<file path="config.mk">
export PLATFORM = sky130hd
export DESIGN_NAME = snn_image_loader_flat
export DESIGN_NICKNAME = d
export VERILOG_FILES = /design/src/rtl/snn_image_loader_pkg.sv /design/src/rtl/snn_image_loader_if.sv /design/src/rtl/snn_img_buf.sv /design/src/rtl/snn_image_loader.sv /design/src/flat_wrapper.sv
export SDC_FILE = /design/constraint.sdc
export NUM_CORES = 1
export LEC_CHECK = 0
export ABC_CLOCK_PERIOD_IN_PS = 3140
export BUFFER_PORTS_ARGS = -buffer_cell sky130_fd_sc_hd__buf_2
export CAP_MARGIN = 20
export CORE_AREA = 2 2 270 245
export DETAILED_ROUTE_END_ITERATION = 12
export DIE_AREA = 0 0 272 247
export HOLD_SLACK_MARGIN = 0.06
export PLACE_DENSITY = 0.76
export SLEW_MARGIN = 20
export SYNTH_ARGS = -nofsm -noshare
export SYNTH_HDL_FRONTEND = slang
export SYNTH_SLANG_ARGS = --single-unit
export TNS_END_PERCENT = 5
</file>
<file path="constraint.sdc">
create_clock -name clk -period 3.14 [get_ports clk]
set_clock_uncertainty 0.1 [all_clocks]
set_input_delay 0.157 -clock clk [delete_from_list [all_inputs] [get_ports clk]]
set_output_delay 0.157 -clock clk [all_outputs]
set_load 0.1 [all_outputs]
</file>
<file path="src/rtl/snn_image_loader_pkg.sv">
// Shared constants and FSM state type for the SNN image loader.
package snn_image_loader_pkg;

  localparam int unsigned NUM_PIXELS = 784;
  localparam int unsigned BYTE_W     = 8;
  localparam int unsigned NUM_BYTES  = NUM_PIXELS / BYTE_W;
  localparam int unsigned ADDR_W     = 10;
  localparam int unsigned SEL_W      = $clog2(BYTE_W);
  localparam int unsigned BIDX_W     = ADDR_W - SEL_W;

  typedef enum logic [1:0] {StLoad, StKick, StRun, StResult} loader_state_t;

endpackage

</file>
<file path="src/rtl/snn_image_loader_if.sv">
// Byte streams and snn_core handshake bundled between host/core side and the loader.
interface snn_image_loader_if;
  import snn_image_loader_pkg::*;

  logic [BYTE_W-1:0] rx_data;
  logic              rx_valid;
  logic              rx_ready;
  logic              start;
  logic [ADDR_W-1:0] addr_input_unit;
  logic              q_input;
  logic              done;
  logic [3:0]        digit;
  logic [7:0]        tx_data;
  logic              tx_valid;
  logic              tx_ready;
  logic              busy;

  modport slave (
    input  rx_data, rx_valid, addr_input_unit, done, digit, tx_ready,
    output rx_ready, start, q_input, tx_data, tx_valid, busy
  );

  modport master (
    output rx_data, rx_valid, addr_input_unit, done, digit, tx_ready,
    input  rx_ready, start, q_input, tx_data, tx_valid, busy
  );

endinterface

</file>
<file path="src/rtl/snn_img_buf.sv">
// Image byte RAM: one byte write port, registered single-bit read port.
module snn_img_buf
  import snn_image_loader_pkg::*;
(
  input  logic              clk,
  input  logic              rst,
  input  logic              wr_en_i,
  input  logic [BIDX_W-1:0] wr_idx_i,
  input  logic [BYTE_W-1:0] wr_data_i,
  input  logic [ADDR_W-1:0] rd_addr_i,
  output logic              rd_bit_o
);

  logic [BYTE_W-1:0] mem_q [NUM_BYTES];
  logic [BIDX_W-1:0] rd_idx;
  logic [SEL_W-1:0]  rd_sel;
  logic              rd_bit_d, rd_bit_q;

  assign rd_idx = rd_addr_i[ADDR_W-1:SEL_W];
  assign rd_sel = rd_addr_i[SEL_W-1:0];

  // Storage is never cleared: reset only discards the partially received image.
  always_ff @(posedge clk) begin
    if (wr_en_i) begin
      mem_q[wr_idx_i] <= wr_data_i;
    end
  end

  always_comb begin
    rd_bit_d = 1'b0;
    if (rd_addr_i < ADDR_W'(NUM_PIXELS)) begin
      rd_bit_d = mem_q[rd_idx][rd_sel];
    end
  end

  always_ff @(posedge clk) begin
    if (rst) begin
      rd_bit_q <= 1'b0;
    end else begin
      rd_bit_q <= rd_bit_d;
    end
  end

  assign rd_bit_o = rd_bit_q;

endmodule

</file>
<file path="src/rtl/snn_image_loader.sv">
// Host endpoint for snn_core: load image bytes, kick core, serve pixels, return digit.
// Define SNN_ASCII_DIGIT_EN to return the digit as ASCII ('0' + digit).
module snn_image_loader
  import snn_image_loader_pkg::*;
(
  input  logic               clk,
  input  logic               rst,
  snn_image_loader_if.slave  bus
);

  loader_state_t     state_q;
  logic [BIDX_W-1:0] byte_cnt_q;
  logic              rx_ready_q;
  logic              start_q;
  logic              tx_valid_q;
  logic [7:0]        tx_data_q;
  logic              busy_q;
  logic              rx_fire;
  logic              last_byte;

  function automatic logic [7:0] digit_byte(input logic [3:0] d);
`ifdef SNN_ASCII_DIGIT_EN
    return 8'h30 + {4'h0, d};
`else
    return {4'h0, d};
`endif
  endfunction

  // rx_ready_q is high exactly in StLoad, so it gates buffer writes to that state.
  assign rx_fire   = bus.rx_valid & rx_ready_q;
  assign last_byte = (byte_cnt_q == BIDX_W'(NUM_BYTES - 1));

  always_ff @(posedge clk) begin
    if (rst) begin
      state_q    <= StLoad;
      byte_cnt_q <= '0;
      rx_ready_q <= 1'b1;
      start_q    <= 1'b0;
      tx_valid_q <= 1'b0;
      tx_data_q  <= 8'h00;
      busy_q     <= 1'b0;
    end else begin
      start_q <= 1'b0;
      unique case (state_q)
        StLoad: begin
          if (rx_fire) begin
            if (last_byte) begin
              byte_cnt_q <= '0;
              rx_ready_q <= 1'b0;
              start_q    <= 1'b1;
              busy_q     <= 1'b1;
              state_q    <= StKick;
            end else begin
              byte_cnt_q <= byte_cnt_q + 1'b1;
            end
          end
        end
        StKick: state_q <= StRun;
        StRun: begin
          if (bus.done) begin
            tx_data_q  <= digit_byte(bus.digit);
            tx_valid_q <= 1'b1;
            state_q    <= StResult;
          end
        end
        StResult: begin
          if (bus.tx_ready) begin
            tx_valid_q <= 1'b0;
            rx_ready_q <= 1'b1;
            busy_q     <= 1'b0;
            state_q    <= StLoad;
          end
        end
        default: state_q <= StLoad;
      endcase
    end
  end

  snn_img_buf u_img_buf (
    .clk       (clk),
    .rst       (rst),
    .wr_en_i   (rx_fire),
    .wr_idx_i  (byte_cnt_q),
    .wr_data_i (bus.rx_data),
    .rd_addr_i (bus.addr_input_unit),
    .rd_bit_o  (bus.q_input)
  );

  assign bus.rx_ready = rx_ready_q;
  assign bus.start    = start_q;
  assign bus.tx_valid = tx_valid_q;
  assign bus.tx_data  = tx_data_q;
  assign bus.busy     = busy_q;

endmodule
</file>
<file path="src/flat_wrapper.sv">
// flat-port wrapper written by rule: the top's interface ports become plain ports
module snn_image_loader_flat import snn_image_loader_pkg::*;
  (clk, rst, bus_rx_data, bus_rx_valid, bus_addr_input_unit, bus_done, bus_digit, bus_tx_ready, bus_rx_ready, bus_start, bus_q_input, bus_tx_data, bus_tx_valid, bus_busy);
  snn_image_loader_if bus_i ();
  input  logic clk;
  input  logic rst;
  input wire logic [$bits(bus_i.rx_data)-1:0] bus_rx_data;
  input wire logic [$bits(bus_i.rx_valid)-1:0] bus_rx_valid;
  input wire logic [$bits(bus_i.addr_input_unit)-1:0] bus_addr_input_unit;
  input wire logic [$bits(bus_i.done)-1:0] bus_done;
  input wire logic [$bits(bus_i.digit)-1:0] bus_digit;
  input wire logic [$bits(bus_i.tx_ready)-1:0] bus_tx_ready;
  output wire logic [$bits(bus_i.rx_ready)-1:0] bus_rx_ready;
  output wire logic [$bits(bus_i.start)-1:0] bus_start;
  output wire logic [$bits(bus_i.q_input)-1:0] bus_q_input;
  output wire logic [$bits(bus_i.tx_data)-1:0] bus_tx_data;
  output wire logic [$bits(bus_i.tx_valid)-1:0] bus_tx_valid;
  output wire logic [$bits(bus_i.busy)-1:0] bus_busy;
  assign bus_i.rx_data = bus_rx_data;
  assign bus_i.rx_valid = bus_rx_valid;
  assign bus_i.addr_input_unit = bus_addr_input_unit;
  assign bus_i.done = bus_done;
  assign bus_i.digit = bus_digit;
  assign bus_i.tx_ready = bus_tx_ready;
  assign bus_rx_ready = bus_i.rx_ready;
  assign bus_start = bus_i.start;
  assign bus_q_input = bus_i.q_input;
  assign bus_tx_data = bus_i.tx_data;
  assign bus_tx_valid = bus_i.tx_valid;
  assign bus_busy = bus_i.busy;
  snn_image_loader u_core (.clk(clk), .rst(rst), .bus(bus_i));
endmodule
</file>
; ---- After elaboration in Yosys (flattened, before gate mapping)
; Memories as Yosys holds them, arrays and structs flattened.
; Cells that the tools add are included.
[word_totals]
ramBits = 784
regBits = 18
input_bits = 27
memories = 1
wordCells = 55
output_inout_bits = 13
[classes]
n_bitwise = 4
reduce_logical = 10
n_mux = 21
addsub = 1
order_cmp = 2
n_eq_ne = 8
[memory_table]
columns = memory, depth, word_bits, read_ports, rd_ports_with_merged_regs, write_ports, line_no
row1 = u_core.u_img_buf.mem_q, 98, 8, 1, 0, 1, snn_img_buf.sv:14  ; logic [BYTE_W-1:0] mem_q [NUM_BYTES];
[ops]
columns = cell, n
row1 = $mux W1, 11
row2 = $lt A10 B10 Y1 const B, 1
row3 = $mux W2, 4
row4 = $pmux W2 S4, 1
row5 = $reduce_and A4 Y1, 2
row6 = $add A7 B1 Y7 const B, 1
row7 = $eq A7 B7 Y1 const B, 1
row8 = $mux W7, 1
row9 = $pmux W1 S2, 3
row10 = $eq A2 B2 Y1 const B, 2
row11 = $lt A3 B4 Y1 const B, 1
row12 = $ne A2 B1 Y1 const B, 2
row13 = $ne A2 B2 Y1 const B, 2
row14 = $reduce_and A2 Y1, 2
row15 = $reduce_bool A2 Y1, 2
row16 = $bmux W1 S3, 1
row17 = $not A1 Y1, 3
row18 = $reduce_and A3 Y1, 1
row19 = $reduce_or A3 Y1, 1
row20 = $eq A2 B1 Y1 const B, 1
row21 = $logic_not A2 Y1, 1
row22 = $reduce_or A2 Y1, 1
row23 = $and A1 B1 Y1, 1

; ---- Logic depth before layout (Yosys ltp)
[depth]
ltp_word = 4
depth_mapped = 13
mapped_depth_nobuf = 8

; ---- Modules after synthesis
; Synthesis repeated with hierarchy kept, for this count alone.
[hier_totals]
hier_cells = 1610
area_unflattened_um2 = 31601.6
[by_module_without_submodules]
columns = mod, cells_per_inst, area_per_inst_um2, n_inst, seq_area_each_um2
row1 = snn_img_buf, 1505, 30755.7, 1, 23562.6
row2 = snn_image_loader, 105, 845.8, 1, 340.3

; ---- Worst setup path after synthesis
; OpenSTA, ideal clock, no wires.
[synth_timing]
path_kind = flip-flop to flip-flop
start = register u_core.rx_ready_q, in the netlist u_core.bus.rx_ready
end = memory u_core.u_img_buf.mem_q[13][0] (enable)
setup_time_ps = 371
required_ps = 2669
stages_incl_launch_ff = 5
t_arrival_ps = 2167
path_buffers = 1
slack_ps = 502
period_less_slack_ps = 2638
cell_sequence = dfxtp_1 -> and2_1 -> clkbuf_1 -> nand4_1 -> nor2_1
[synth_via]
elab_chain_len = 3
[synth_rtl]
columns = item, line_no
row1 = start: declaration, snn_image_loader.sv:13  ; logic rx_ready_q;
row2 = start signal: assignment, snn_image_loader.sv:37  ; rx_ready_q <= 1'b1;
row3 = start signal: assignment, snn_image_loader.sv:49  ; rx_ready_q <= 1'b0;
row4 = start signal: assignment, snn_image_loader.sv:69  ; rx_ready_q <= 1'b1;
row5 = $and A1 B1 Y1, snn_image_loader.sv:30  ; assign rx_fire = bus.rx_valid & rx_ready_q;
row6 = $mux W1, snn_img_buf.sv:24  ; if (wr_en_i) begin
row7 = $mux W1 (implied by the code), snn_img_buf.sv:25  ; mem_q[wr_idx_i] <= wr_data_i;
row8 = end: declaration, snn_img_buf.sv:14
; Every way passes these cells.

; ---- Worst setup path in the final report
[layout_timing]
start = register u_core.state_q[0]
end = register u_core.tx_valid_q, in the netlist u_core.bus.tx_valid
[layout_via]
elab_chain_len = 3
elab_cells_between_ends = 7
cone_classes = 4 x eq/ne / 1 x mux / 2 x reduce/logical
[layout_rtl]
columns = item, line_no
row1 = start: declaration, snn_image_loader.sv:11  ; loader_state_t state_q;
row2 = start signal: assignment, snn_image_loader.sv:35  ; state_q <= StLoad;
row3 = start signal: assignment, snn_image_loader.sv:52  ; state_q <= StKick;
row4 = start signal: assignment, snn_image_loader.sv:58  ; StKick: state_q <= StRun;
row5 = $eq A2 B2 Y1, snn_image_loader.sv:44  ; unique case (state_q)
row6 = $ne A2 B2 Y1 (no line) or $reduce_bool A2 Y1 (tied branches), n/a
row7 = $reduce_and A3 Y1 (no line), n/a
row8 = end signal: assignment, snn_image_loader.sv:39  ; tx_valid_q <= 1'b0;
row9 = end signal: assignment, snn_image_loader.sv:62  ; tx_valid_q <= 1'b1;
row10 = end signal: assignment, snn_image_loader.sv:68  ; tx_valid_q <= 1'b0;
row11 = end: declaration, snn_image_loader.sv:15  ; logic tx_valid_q;
; Parallel ways exist; a longest one is shown, timed or not.
; A chain may end at the register's enable or synchronous reset.

==> results_dict.tcl <==
set metrics [dict create \
    outcome "finished, final reports clean" \
    crit_arrival_ns 3.30 \
    cap_violations 0 \
    fin_crit_sh_pct 92.2 \
    final.min_clock_period_ns 2.90 \
    clk_latency_ns 0.61 \
    synth_common_cells "784 x edfxtp_1, 132 x nor2_1, 129 x mux4_2" \
    yosysUniqueCellTypes 67 \
    synth_xor_area_share_pct 0.164 \
    ys_ff_latch 802 \
    fp.coreArea_mm2 0.0647 \
    ant_nets 0 \
    root_buffer "clkbuf_16" \
    numCtsBuffers 76 \
    crit_path_end_kind "flop" \
    hold_violations 0 \
    grt_pass1_wl_mm 119 \
    synthCells 1670 \
    seqPwrFrac_pct 51.8 \
    vdd_drop_max_mv 0.526 \
    wl_met2_mm 37.3 \
    drive_gt1_share_pct 23.8 \
    yosys_warnings 0 \
    post-route-util_pct 57.0 \
    drt_first_pass_iters 5 \
    die_w_um 272 \
    max_stage_delay_ns 0.56 \
    synth_compound_area_share_pct 4.04 \
    pwr-share-clk_pct 42.1 \
    powerDensity_mw_per_mm2 620 \
    fillers 4658 \
    grt_pass1_vias 17600 \
    slew_violations 0 \
    routabilityCongestion 0.947 \
    placed_cell_area_mm2 0.0339 \
    synth.area.mux_share_pct 14.0 \
    async_reset_ff_share_pct 0 \
    htree_levels 3 \
    final_cell_area_mm2 0.0369 \
    fmax_mhz 345 \
    nets 1914 \
    cts_max_path_buffers 3 \
    yosysMostFrequentCell "edfxtp_1" \
    io_pins 40 \
    rsz0062_at_grt "no" \
    setup_viol 0 \
    die-area_mm2 0.0672 \
    relSlewSlack_pct 25.6 \
    drt_iter0_drc 2718 \
    via_count 17900 \
    intPower_w 0.0180 \
    cp.buffers_inverters 4 \
    antenna_found_initial 0 \
    fin_tns_setup_ns 0 \
    crit_required_ns 3.54 \
    cts_sinks 802 \
    grt_use_total_pct 24.4 \
    synthSimpleGateAreaFrac_pct 4.24 \
    total_leakage_power_nw 12.1 \
    ys.flop_type "edfxtp_1" \
    crit_path_top_delay_cell "dlygate4sd3_1" \
    highest_layer "met4" \
    vias_per_cell 6.36 \
    routed_wl_mm 81.3 \
    rows 89 \
    syn-cell-area_mm2 0.0320 \
    p_switching_w 0.00484 \
    syn_to_final_growth_pct 15.2 \
    drt-met1-wl_mm 30.6 \
    synth_top_family_by_area "multiplexers" \
    path_cells "inv_1, ha_2, nand2b_1, nand2_1, dlygate4sd3_1, a21oi_1, dlygate4sd3_1, nor2_1, dlygate4sd3_1" \
    hpwl_mm 49.5 \
    wl_per_cell_um 29.0 \
    netlist.area_leader.share_pct 73.6 \
    drc 0 \
    tightest_slew_ns 1.12 \
    wl_met3_mm 10.1 \
    power_w 0.0229 \
    combPwrFrac_pct 6.1 \
    antenna_cells 0 \
    die_h_um 247 \
    io_buffers 35 \
    hp-class "in -> reg" \
    synth_seq_area_share_pct 74.7 \
    grt_max_degree 99 \
    cp_common_cell "dlygate4sd3_1" \
    crit_type "reg -> reg" \
    cts_tree "yes" \
    start_util_pct 49.5 \
    syn_avg_cell_area_um2 19.2 \
    startpoint_type "flop" \
    synthAdderAreaFrac_pct 0.235 \
    synth_edf_count 784 \
    worst-path-max-fanout 8 \
    synth_top_area_cell "edfxtp_1" \
    path_delay_family "buffers and inverters" \
    overflow 0 \
    power.share.switching_pct 21.2 \
    yosys-top-cells-area "edfxtp_1 74%, mux4_2 9.1%, mux2i_1 3.7%" \
    clk_pin_slew_ns 0.06 \
]
==> final cells by class <==
type,instances,area [um2],area share [%]
repair buffers,227,1950,5.28
clock inverters,44,557,1.51
inverters,10,37.5,0.102
multi-input cells,764,7270,19.7
flip-flops and latches,802,23900,64.9
well taps,864,1080,2.93
clock buffers,95,2060,5.58
==> power by group through the flow <==
stage                     Sequential (W)  Combinational, W  Clock [W]
after floorplan                   0.0121          0.000755          0
after global placement            0.0121           0.00129          0
after detailed placement          0.0121           0.00132          0
after CTS                         0.0118           0.00134    0.00972
after global routing              0.0118           0.00145     0.0101
final                             0.0118           0.00140    0.00962
==> final timing paths <==
check	from	endpoint	slack, ns	cells past startpoint
worst max-delay path	u_core.state_q[0]$_SDFFE_PP0P_	u_core.bus.tx_valid$_SDFFE_PP0P_	0.24	9
worst min-delay path	bus_rx_data[5]	u_core.u_img_buf.mem_q[68][5]$_DFFE_PP_	0.06	1
worst max register to register	u_core.state_q[0]$_SDFFE_PP0P_	u_core.bus.tx_valid$_SDFFE_PP0P_	0.24	9
worst min register to register	u_core.bus.busy$_SDFFE_PP0P_	u_core.bus.busy$_SDFFE_PP0P_	0.43	2
==> stage by stage <==
step / hold slack (ns) / cells / worst slack [ns]
detailed placement: 0.323 / 2637 / 0.271
global placement: 0.311 / 2637 / 0.162
finish: 0.0574 / 2806 / 0.244
CTS: 0.0611 / 2798 / 0.202
global route: 0.0741 / 2806 / 0.0816
floorplan: 0.136 / 1673 / 0.502
==> logic make-up after synthesis <==
logic type / after synthesis
AOI/OAI and AO/OA: 180
xor gates and xnor gates: 6
adders and majority gates: 6
buffers and inverters: 107
DFF: 802
muxes: 267
other: 1
and+or+nand+nor: 301
==> layout by cell type (no fill, tap or decap), drive strengths merged, types with 4 or more instances in the layout <==
| cell type | instances |
|---|---|
| a31oi | 9 |
| nor4 | 4 |
| and2 | 4 |
| and3 | 4 |
| buf | 200 |
| mux2 | 10 |
| or3 | 4 |
| xor2 | 5 |
| dlygate4sd3 | 27 |
| nand2b | 4 |
| mux2i | 117 |
| conb | 4 |
| inv | 12 |
| nand3b | 4 |
| a221oi | 4 |
| a21oi | 37 |
| nor2b | 12 |
| ha | 6 |
| o22ai | 22 |
| mux4 | 140 |
| nand4 | 7 |
| a22oi | 9 |
| bufinv | 13 |
| clkbuf | 95 |
| o21ai | 15 |
| nand2 | 68 |
| o221ai | 44 |
| a2111oi | 6 |
| a211oi | 5 |
| clkinv | 28 |
| or2 | 6 |
| nor3 | 19 |
| nand3 | 24 |
| edfxtp | 784 |
| dfxtp | 18 |
| nor2 | 132 |
| o211ai | 6 |
==> routing by layer <==
| layer | global-route usage (%) | vias to the layer above |
|---|---|---|
| met2 | 37.6 | 1301 |
| met5 | 0 | - |
| li1 | - | 7248 |
| met3 | 6.58 | 236 |
| met4 | 9.37 | 0 |
| met1 | 33.5 | 9068 |
==> state kept, by name, indices dropped and copies added, names as in the netlist <==
| register | cells |
|---|---|
| u_core.bus.busy | 1 |
| u_core.bus.tx_valid | 1 |
| u_core.bus.start | 1 |
| u_core.state_q | 2 |
| u_core.u_img_buf.mem_q | 784 |
| u_core.bus.tx_data | 4 |
| u_core.u_img_buf.rd_bit_o | 1 |
| u_core.bus.rx_ready | 1 |
| u_core.byte_cnt_q | 7 |
==> timing repair <==
item / in CTS / in global routing
setup buffers: 0 / 0
endpoints found under the setup margin: 0 / 1
hold endpoints to repair: 16 / 130
hold buffers: 22 / 5
gates resized for setup: 0 / 1
Note: power is estimated with default switching activity, not from simulation.
